`src/rtl/fetch_pkg.sv`:
```
`default_nettype none
// ============================================================================
// Module      : fetch_pkg
// Description : Shared types and constants for the instruction fetch front-end.
// Revision    : 1.0 - initial release
// ============================================================================
package fetch_pkg;

   typedef enum logic [1:0] {
      IDLE = 2'd0,
      REQ  = 2'd1,
      WAIT = 2'd2
   } fetch_state_t;

   localparam int unsigned INSTR_BYTES = 4;

   typedef struct packed {
      logic [31:0] pc;
      logic [31:0] instr;
   } fetch_entry_t;

endpackage
`default_nettype wire

```
`src/rtl/instr_fifo.sv`:
```
`default_nettype none
// ============================================================================
// Module      : instr_fifo
// Description : Synchronous in-order buffer of fetched instructions with flush.
//               Flush wins over push and pop; a pop of an empty buffer is a no-op.
// Revision    : 1.0 - initial release
// ============================================================================
module instr_fifo
   import fetch_pkg::*;
#(
   parameter int unsigned DEPTH = 2
) (
   input  logic                     clk,
   input  logic                     reset,
   input  logic                     push,
   input  logic                     pop,
   input  logic                     flush,
   input  fetch_entry_t             wdata,
   output fetch_entry_t             rdata,
   output logic [$clog2(DEPTH):0]   count,
   output logic                     empty,
   output logic                     full
);

   localparam int unsigned PW = $clog2(DEPTH);
   localparam int unsigned CW = $clog2(DEPTH) + 1;

   fetch_entry_t    r_mem [DEPTH];
   logic [PW-1:0]   r_rd_ptr;
   logic [PW-1:0]   r_wr_ptr;
   logic [CW-1:0]   r_count;
   logic            w_do_pop;
   logic            w_do_push;

   assign empty     = (r_count == '0);
   assign full      = (r_count == CW'(DEPTH));
   assign count     = r_count;
   assign rdata     = r_mem[r_rd_ptr];
   assign w_do_pop  = pop && !empty;
   assign w_do_push = push && (!full || w_do_pop);

   // Storage, pointers and occupancy; pointers wrap naturally (DEPTH is 2^n).
   always_ff @(posedge clk) begin
      if (reset) begin
         r_rd_ptr <= '0;
         r_wr_ptr <= '0;
         r_count  <= '0;
         for (int i = 0; i < DEPTH; i++) begin
            r_mem[i] <= '0;
         end
      end else if (flush) begin
         r_rd_ptr <= '0;
         r_wr_ptr <= '0;
         r_count  <= '0;
      end else begin
         if (w_do_push) begin
            r_mem[r_wr_ptr] <= wdata;
            r_wr_ptr        <= r_wr_ptr + PW'(1);
         end
         if (w_do_pop) begin
            r_rd_ptr <= r_rd_ptr + PW'(1);
         end
         case ({w_do_push, w_do_pop})
            2'b10:   r_count <= r_count + CW'(1);
            2'b01:   r_count <= r_count - CW'(1);
            default: r_count <= r_count;
         endcase
      end
   end

endmodule
`default_nettype wire

```
`src/rtl/fetch_unit.sv`:
```
`default_nettype none
// ============================================================================
// Module      : fetch_unit
// Description : Instruction fetch front-end. Owns the fetch PC, issues at most
//               one request at a time to a variable-latency instruction memory,
//               buffers returned words and squashes stale work on redirect.
// Revision    : 1.0 - initial release
// ============================================================================
module fetch_unit
   import fetch_pkg::*;
#(
   parameter logic [31:0] RESET_PC  = 32'h0000_0000,
   parameter int unsigned BUF_DEPTH = 2
) (
   input  logic          clk,
   input  logic          reset,
   output logic          imem_req,
   output logic [31:0]   imem_addr,
   input  logic          imem_ack,
   input  logic          imem_rvalid,
   input  logic [31:0]   imem_rdata,
   output logic          instr_valid,
   output logic [31:0]   Instr,
   output logic [31:0]   instr_pc,
   input  logic          instr_ready,
   input  logic          redirect,
   input  logic [31:0]   redirect_pc
);

   localparam int unsigned CW = $clog2(BUF_DEPTH) + 1;

   fetch_state_t    r_state;
   fetch_state_t    w_state_next;
   logic [31:0]     r_fetch_pc;
   logic [31:0]     w_fetch_pc_next;
   logic [31:0]     r_addr;
   logic            r_drop;
   logic            w_drop_next;
   logic [31:0]     w_redirect_target;
   logic            w_push;
   logic            w_pop;
   logic            w_empty;
   logic            w_full;
   logic [CW-1:0]   w_count;
   logic [CW-1:0]   w_count_next;
   logic            w_free;
   fetch_entry_t    w_head;
   fetch_entry_t    w_wdata;

   assign w_redirect_target = {redirect_pc[31:2], 2'b00};
   assign w_pop             = instr_ready && !w_empty;
   // A response is only ever requested when its slot is reserved, so the
   // full guard merely mirrors the buffer's own protection.
   assign w_push            = (r_state == WAIT) && imem_rvalid && !r_drop && !redirect
                              && !(w_full && !w_pop);
   assign w_wdata.pc        = r_addr;
   assign w_wdata.instr     = imem_rdata;

   assign imem_req    = (r_state == REQ);
   assign imem_addr   = r_addr;
   assign instr_valid = !w_empty;
   assign Instr       = w_head.instr;
   assign instr_pc    = w_head.pc;

   // Occupancy after this cycle's push/pop; a redirect empties the buffer.
   always_comb begin
      w_count_next = w_count;
      if (w_push && !w_pop) begin
         w_count_next = w_count + CW'(1);
      end else if (!w_push && w_pop) begin
         w_count_next = w_count - CW'(1);
      end
      w_free = redirect || (w_count_next < CW'(BUF_DEPTH));
   end

   // Next-state, next fetch PC and drop-flag logic.
   always_comb begin
      w_state_next    = r_state;
      w_drop_next     = r_drop;
      w_fetch_pc_next = r_fetch_pc;
      if (redirect) begin
         w_fetch_pc_next = w_redirect_target;
      end
      case (r_state)
         IDLE: begin
            w_drop_next = 1'b0;
            if (w_free) begin
               w_state_next = REQ;
            end
         end
         REQ: begin
            // The request keeps its old address; its response gets discarded.
            if (redirect) begin
               w_drop_next = 1'b1;
            end
            if (imem_ack) begin
               w_state_next = WAIT;
               // A stale request must not step the already-redirected PC.
               if (!redirect && !r_drop) begin
                  w_fetch_pc_next = r_fetch_pc + 32'(INSTR_BYTES);
               end
            end
         end
         WAIT: begin
            if (imem_rvalid) begin
               // The outstanding response has landed, so nothing remains to drop.
               w_drop_next  = 1'b0;
               w_state_next = w_free ? REQ : IDLE;
            end else if (redirect) begin
               w_drop_next = 1'b1;
            end
         end
         default: begin
            w_state_next = IDLE;
         end
      endcase
   end

   // State register; the request address is latched on entry to REQ and held
   // until the matching response so it also tags the pushed word.
   always_ff @(posedge clk) begin
      if (reset) begin
         r_state    <= IDLE;
         r_fetch_pc <= RESET_PC;
         r_addr     <= RESET_PC;
         r_drop     <= 1'b0;
      end else begin
         r_state    <= w_state_next;
         r_fetch_pc <= w_fetch_pc_next;
         r_drop     <= w_drop_next;
         if ((w_state_next == REQ) && (r_state != REQ)) begin
            r_addr <= w_fetch_pc_next;
         end
      end
   end

   instr_fifo #(
      .DEPTH (BUF_DEPTH)
   ) u_instr_fifo (
      .clk   (clk),
      .reset (reset),
      .push  (w_push),
      .pop   (w_pop),
      .flush (redirect),
      .wdata (w_wdata),
      .rdata (w_head),
      .count (w_count),
      .empty (w_empty),
      .full  (w_full)
   );

endmodule
`default_nettype wire

```
`config.mk`:
```
export PLATFORM = sky130hd
export DESIGN_NAME = fetch_unit
export DESIGN_NICKNAME = d
export VERILOG_FILES = /design/src/rtl/fetch_pkg.sv /design/src/rtl/instr_fifo.sv /design/src/rtl/fetch_unit.sv
export SDC_FILE = /design/constraint.sdc
export NUM_CORES = 1
export LEC_CHECK = 0
export BUFFER_PORTS_ARGS = -buffer_cell sky130_fd_sc_hd__buf_4
export CAP_MARGIN = 10
export CORE_MARGIN = 3
export CORE_UTILIZATION = 43
export CTS_CLUSTER_SIZE = 14
export DETAILED_ROUTE_END_ITERATION = 10
export GPL_TIMING_DRIVEN = 0
export PLACE_DENSITY_LB_ADDON = 0.08
export SYNTH_ARGS = -nofsm -noshare
export SYNTH_HDL_FRONTEND = slang
export SYNTH_SLANG_ARGS = --single-unit
export TNS_END_PERCENT = 50
```
`constraint.sdc`:
```
create_clock -name clk -period 6.7 [get_ports clk]
set_input_delay 0.67 -clock clk [delete_from_list [all_inputs] [get_ports clk]]
set_output_delay 0.67 -clock clk [all_outputs]
set_load 0.03 [all_outputs]
```
==> results of run 1 <==
==> cells by family after synthesis <==
| kind of cell | after synthesis | share of synthesized area (%) |
|---|---|---|
| adders and majority gates | 8 | 1.12 |
| AOI/OAI and AO/OA | 89 | 7.49 |
| and+or+nand+nor | 304 | 19.2 |
| muxes | 80 | 9.84 |
| buffers and inverters | 57 | 2.65 |
| xor gates and xnor gates | 8 | 0.781 |
| DFF | 200 | 58.9 |
==> worst reg2reg max path, stage by stage (launching register included) <==
cell      delay, ns
dfxtp_1        0.45
ha_1           0.23
nor4bb_4       0.37
nand2_1        0.29
nor3_2         0.68
clkbuf_1       0.42
and2_1         0.21
==> area by class of cell <==
| type | instances | area share (%) |
|---|---|---|
| Sequential cell | 200 | 47.0 |
| Multi-Input combinational cell | 489 | 30.9 |
| Timing Repair Buffer | 168 | 11.9 |
| Clock buffer | 17 | 3.79 |
| Tap cell | 270 | 3.01 |
| Buffer | 41 | 1.58 |
| Clock inverter | 15 | 1.27 |
| Inverter | 16 | 0.534 |
==> sequential cells by signal, indices dropped and copies added (netlist names), named ones only <==
name	count
r_drop	1
r_state	2
u_instr_fifo.count	2
u_instr_fifo.r_rd_ptr	1
u_instr_fifo.r_wr_ptr	1
imem_addr	32
u_instr_fifo.r_mem	128
r_fetch_pc	32
==> power by group <==
part | total [uW] | internal, uW | switching (uW)
Clock | 998 | 522 | 475
Sequential | 1410 | 1370 | 43.8
Combinational | 369 | 150 | 219
==> worst paths after layout <==
path                                  start                                      end  slack (ns)  cells after the start
setup / recovery                   register                                Instr[26]        3.63                      4
hold / removal                        reset                 r_fetch_pc[3]$_SDFF_PP0_        0.46                      2
setup reg to reg      r_state[1]$_SDFF_PP0_  u_instr_fifo.r_mem[0][25]$_SDFFCE_PN0P_        3.92                      6
hold reg to reg   imem_addr[7]$_SDFFE_PP0P_                imem_addr[7]$_SDFFE_PP0P_        0.50                      2
==> metrics by stage <==
stage | utilization (%) | cells
6_report | 55.2 | 1216
5_1_grt | 55.2 | 1216
4_1_cts | 55.2 | 1216
3_5_place_dp | 52.4 | 1184
3_3_place_gp | 51.7 | 1180
2_1_floorplan | - | 746
==> synthesized netlist by cell type (9+ instances only) <==
master / n / area (um^2)
and2_1: 139 / 870
edfxtp_1: 128 / 3840
dfxtp_1: 72 / 1440
mux2_2: 65 / 732
nor2_1: 51 / 191
clkbuf_1: 32 / 120
nand2_1: 25 / 93.8
nand3_1: 19 / 95.1
inv_1: 16 / 60.1
o21ai_0: 16 / 80.1
mux2i_1: 15 / 150
a211oi_1: 14 / 105
and3_1: 13 / 81.3
nor3_1: 13 / 65.1
a21oi_1: 11 / 55.1
nand4_1: 11 / 68.8
nand2b_1: 9 / 56.3
==> routing by layer <==
metal,vias up,global-route usage [%],wire [um]
li1,3082,-,-
met1,3133,26.2,9670
met2,220,33.4,11200
met3,25,3.55,1280
met4,0,6.91,403
met5,-,0,0
==> impl_metrics.csv, run 1 <==
group,metric,value,unit
synthesis,syn_area,8970,um^2
setup_path,slowest_delay,0.55,ns
layout,fill_cells,1762,
grt,grt_max_degree,65,
timing,max_freq,326,MHz
routing,initialDrtViolationCount,404,
die,start_util,44.0,%
timing,setup_viol,0,
synthesis,syn_area_per_cell,12.0,um^2
clocking,clockRootBuffer,"clkbuf_16",
grt,grt_pass1_vias,6493,
worst_hold_path,hold_class,"in -> reg",
setup_path,crit_path_cell_trace,"clkbuf_1, clkbuf_1, mux2_2, buf_4",
job,maxCapViolCount,0,
setup_path,crit_type,"reg -> out",
die,die_h,150,um
synthesis,synth_cell_types,58,
timing,finalCritPeriodShare,45.8,%
routing,first_pass_iters,5,
power,p_per_area,247,nW/um^2
layout,multi_input_area,3470,um^2
die,std_cell_rows,52,
die,core_area,20400,um^2
timing,tns,0,ns
timing,clock_skew,0.00791,ns
timing,hold_ws,0.455,ns
clocking,clk_pin_slew,0.07,ns
setup_path,cp_num_buf_inv,3,
layout,regArea,5290,um^2
layout,finalNetCount,1011,
power,ir_drop,0.187,mV
clocking,cts-buffers-inserted,17,
timing,relSlewSlack,46.2,%
synthesis,yosysWarnings,0,
routing,remaining_drc_errors,0,
layout,diodes,0,
clocking,clock_path_buffers,2,
synthesis,synth_ff_type,"edfxtp_1",
place,gp_congestion,0.890,
setup_path,slowest_stage,"clkbuf_1",
grt,track_usage,20.0,%
die,die-area,22600,um^2
setup_path,crit_top_cell,"clkbuf_1",
clocking,clk_latency,0.43,ns
routing,ant_nets,0,
layout,mostFrequentLayoutCells,"buf_4 (165), and2_1 (139), edfxtp_1 (128), dfxtp_1 (72), mux2_2 (65)",
routing,vias,6460,
clocking,cts_resized,0,
setup_path,cp.required,6.03,ns
die,io_pins,168,
routing,drt-wirelength-per-cell,18.5,um
routing,viasPerCell,5.31,
synthesis,synth_nets,824,
layout,final_common_cell,"buf_4",
layout,syn_to_final_growth,25.3,%
power,p_leak,0.00456,uW
synthesis,synth-seq-area-share,58.9,%
die,fp.dieW,150,um
layout,final_cell_area,11200,um^2
timing,rsz0062_at_grt,"no",
synthesis,ys_ff_latch,200,
setup_path,crit_arrival,2.40,ns
grt,antenna_found_initial,0,
clocking,cts_tree,"built",
setup_path,worstSetupStartpointType,"register",
timing,worstMarginPinSlew,0.803,ns
place,hpwl,16000,um
clocking,hold_buffers,0,
timing,layout_setup_ws,3.63,ns
place,portBuffers,164,
synthesis,synth-async-reset-ratio,0,%
timing,slew_violations,0,
synthesis,syn_inst,746,
clocking,postCtsSetupRepairBufs,0,
routing,drt-total-wl,22600,um
place,placedInstanceArea,10700,um^2
clocking,h-tree-depth,4,
grt,grt_pass1_wl,34500,um
clocking,cts.sinks,200,
setup_path,crit_path_end_kind,"primary output",
setup_path,worstPathMaxFanout,10,
grt,overflow,0,
timing,period_minus_slack,3.07,ns
power,total_power,2780,uW
place,place_ws,3.48,ns
timing,finalHoldViolCount,0,
layout,drive_gt1_share,29.7,%
run_status,status,"finished clean",
setup_path,cp_top_family,"buffers and inverters",
synthesis,synth-edff-count,128,
(Power assumes the default switching activity.)
==> run 2, diff against run 1 <==
Clock period 6.7 ns to 3 ns, I/O delays scaled along.
==> run 2 against run 1 <==
  * Non-clock buffer count is 1 lower
  * Critical endpoint is now imem_addr[25]$_SDFFE_PP0P_
  * Combinational power increased by 120%
  * Clock power rose by 130%
==> impl_metrics.csv, run 2 (synthesized netlist as in run 1, its figures left out) <==
group,metric,value,unit
run_status,status,"finished clean",
timing,clock_skew,0.00901,ns
place,place_ws,0.137,ns
die,core_area,20400,um^2
layout,syn_to_final_growth,25.0,%
timing,slew_violations,0,
timing,layout_setup_ws,0.216,ns
layout,drive_gt1_share,29.3,%
timing,relSlewSlack,51.9,%
power,ir_drop,0.399,mV
layout,multi_input_area,3470,um^2
place,hpwl,15900,um
clocking,clock_path_buffers,2,
grt,overflow,0,
place,gp_congestion,0.900,
setup_path,crit_path_cell_trace,"inv_1, ha_1, nor4bb_4, a211oi_1, a311oi_2, a211oi_4, buf_6, nor3b_1, a41o_1",
timing,worstMarginPinSlew,0.719,ns
layout,regArea,5290,um^2
setup_path,worstSetupStartpointType,"register",
clocking,cts.sinks,200,
clocking,clk_pin_slew,0.07,ns
timing,max_freq,359,MHz
die,io_pins,168,
grt,grt_pass1_vias,6421,
routing,remaining_drc_errors,0,
routing,ant_nets,0,
timing,period_minus_slack,2.78,ns
layout,finalNetCount,1010,
die,die-area,22600,um^2
timing,setup_viol,0,
setup_path,slowest_delay,0.70,ns
setup_path,worstPathMaxFanout,10,
timing,finalCritPeriodShare,92.8,%
job,maxCapViolCount,0,
grt,antenna_found_initial,0,
grt,grt_max_degree,39,
clocking,h-tree-depth,4,
die,std_cell_rows,52,
timing,finalHoldViolCount,0,
layout,final_cell_area,11200,um^2
timing,tns,0,ns
setup_path,crit_path_end_kind,"register",
die,fp.dieW,150,um
layout,fill_cells,1785,
layout,largest_register,"u_instr_fifo.r_mem",
grt,grt_pass1_wl,34900,um
setup_path,cp_top_family,"compound AO/OA/AOI/OAI gates",
routing,vias,6394,
clocking,cts_tree,"built",
setup_path,cp.required,3.32,ns
clocking,cts-buffers-inserted,17,
layout,largest_reg_flops,128,
power,p_leak,0.00453,uW
routing,first_pass_iters,4,
power,total_power,6250,uW
timing,rsz0062_at_grt,"no",
setup_path,slowest_stage,"a211oi_4",
setup_path,crit_type,"reg -> reg",
routing,initialDrtViolationCount,412,
power,p_per_area,558,nW/um^2
layout,final_common_cell,"buf_4",
clocking,clk_latency,0.43,ns
layout,mostFrequentLayoutCells,"buf_4 (165), and2_1 (139), edfxtp_1 (128), dfxtp_1 (72), mux2_2 (65)",
routing,drt-wirelength-per-cell,18.5,um
die,die_h,150,um
place,placedInstanceArea,10600,um^2
routing,drt-total-wl,22500,um
setup_path,cp_num_buf_inv,2,
die,start_util,44.0,%
layout,diodes,0,
worst_hold_path,hold_class,"in -> reg",
grt,track_usage,20.1,%
routing,viasPerCell,5.26,
setup_path,crit_arrival,3.10,ns
place,portBuffers,164,
clocking,clockRootBuffer,"clkbuf_16",
==> run 2: report_power, final <==
part	switching (uW)	total [uW]	internal, uW
Clock	1040	2280	1240
Combinational	487	814	328
Sequential	95.8	3160	3060
Total	1620	6250	4630
==> run 2: worst paths after layout <==
check,slack [ns],startpoint,to,cells past startpoint
worst max-delay path,0.22,r_state[0]$_SDFF_PP0_,imem_addr[25]$_SDFFE_PP0P_,9
worst min-delay path,0.11,reset,r_fetch_pc[3]$_SDFF_PP0_,2
worst max register to register,0.22,r_state[0]$_SDFF_PP0_,imem_addr[25]$_SDFFE_PP0P_,9
worst min register to register,0.50,imem_addr[30]$_SDFFE_PP0P_,imem_addr[30]$_SDFFE_PP0P_,2
==> run 2: worst register-to-register path, stage by stage, from the launching register on <==
cell,delay [ns]
dfxtp_1,0.44
inv_1,0.10
ha_1,0.24
nor4bb_4,0.18
a211oi_1,0.29
a311oi_2,0.13
a211oi_4,0.70
buf_6,0.28
nor3b_1,0.07
a41o_1,0.24
==> run 2: per-layer routing <==
| layer | wire (um) | global-route usage [%] | up-vias |
|---|---|---|---|
| met5 | 0 | 0 | - |
| met4 | 246 | 5.99 | 0 |
| met3 | 1500 | 4.27 | 17 |
| met2 | 11100 | 33.4 | 204 |
| met1 | 9600 | 26.6 | 3102 |
| li1 | - | - | 3071 |
==> run 2: area by class of cell <==
type / count / area share [%]
Buffer: 41 / 1.59
Clock buffer: 19 / 3.86
Clock inverter: 13 / 1.34
Inverter: 16 / 0.536
Multi-Input combinational cell: 489 / 31.0
Sequential cell: 200 / 47.2
Tap cell: 270 / 3.01
Timing Repair Buffer: 167 / 11.5
==> run 2: per-stage QoR <==
step | util, % | cells | hold WS (ns)
floorplan | - | 746 | 0.385
global placement | 51.8 | 1180 | 0.481
detailed placement | 52.1 | 1183 | 0.481
CTS | 55.0 | 1215 | 0.0771
global route | 55.0 | 1215 | 0.106
finish | 55.0 | 1215 | 0.112
==> run 2: timing repair <==
action / 4_1_cts / 5_1_grt
setup endpoints to repair: 0 / 26
resized for setup: 0 / 1
endpoints found under the hold margin: 0 / 0
hold buffers: 0 / 0
buffers inserted: 0 / 0
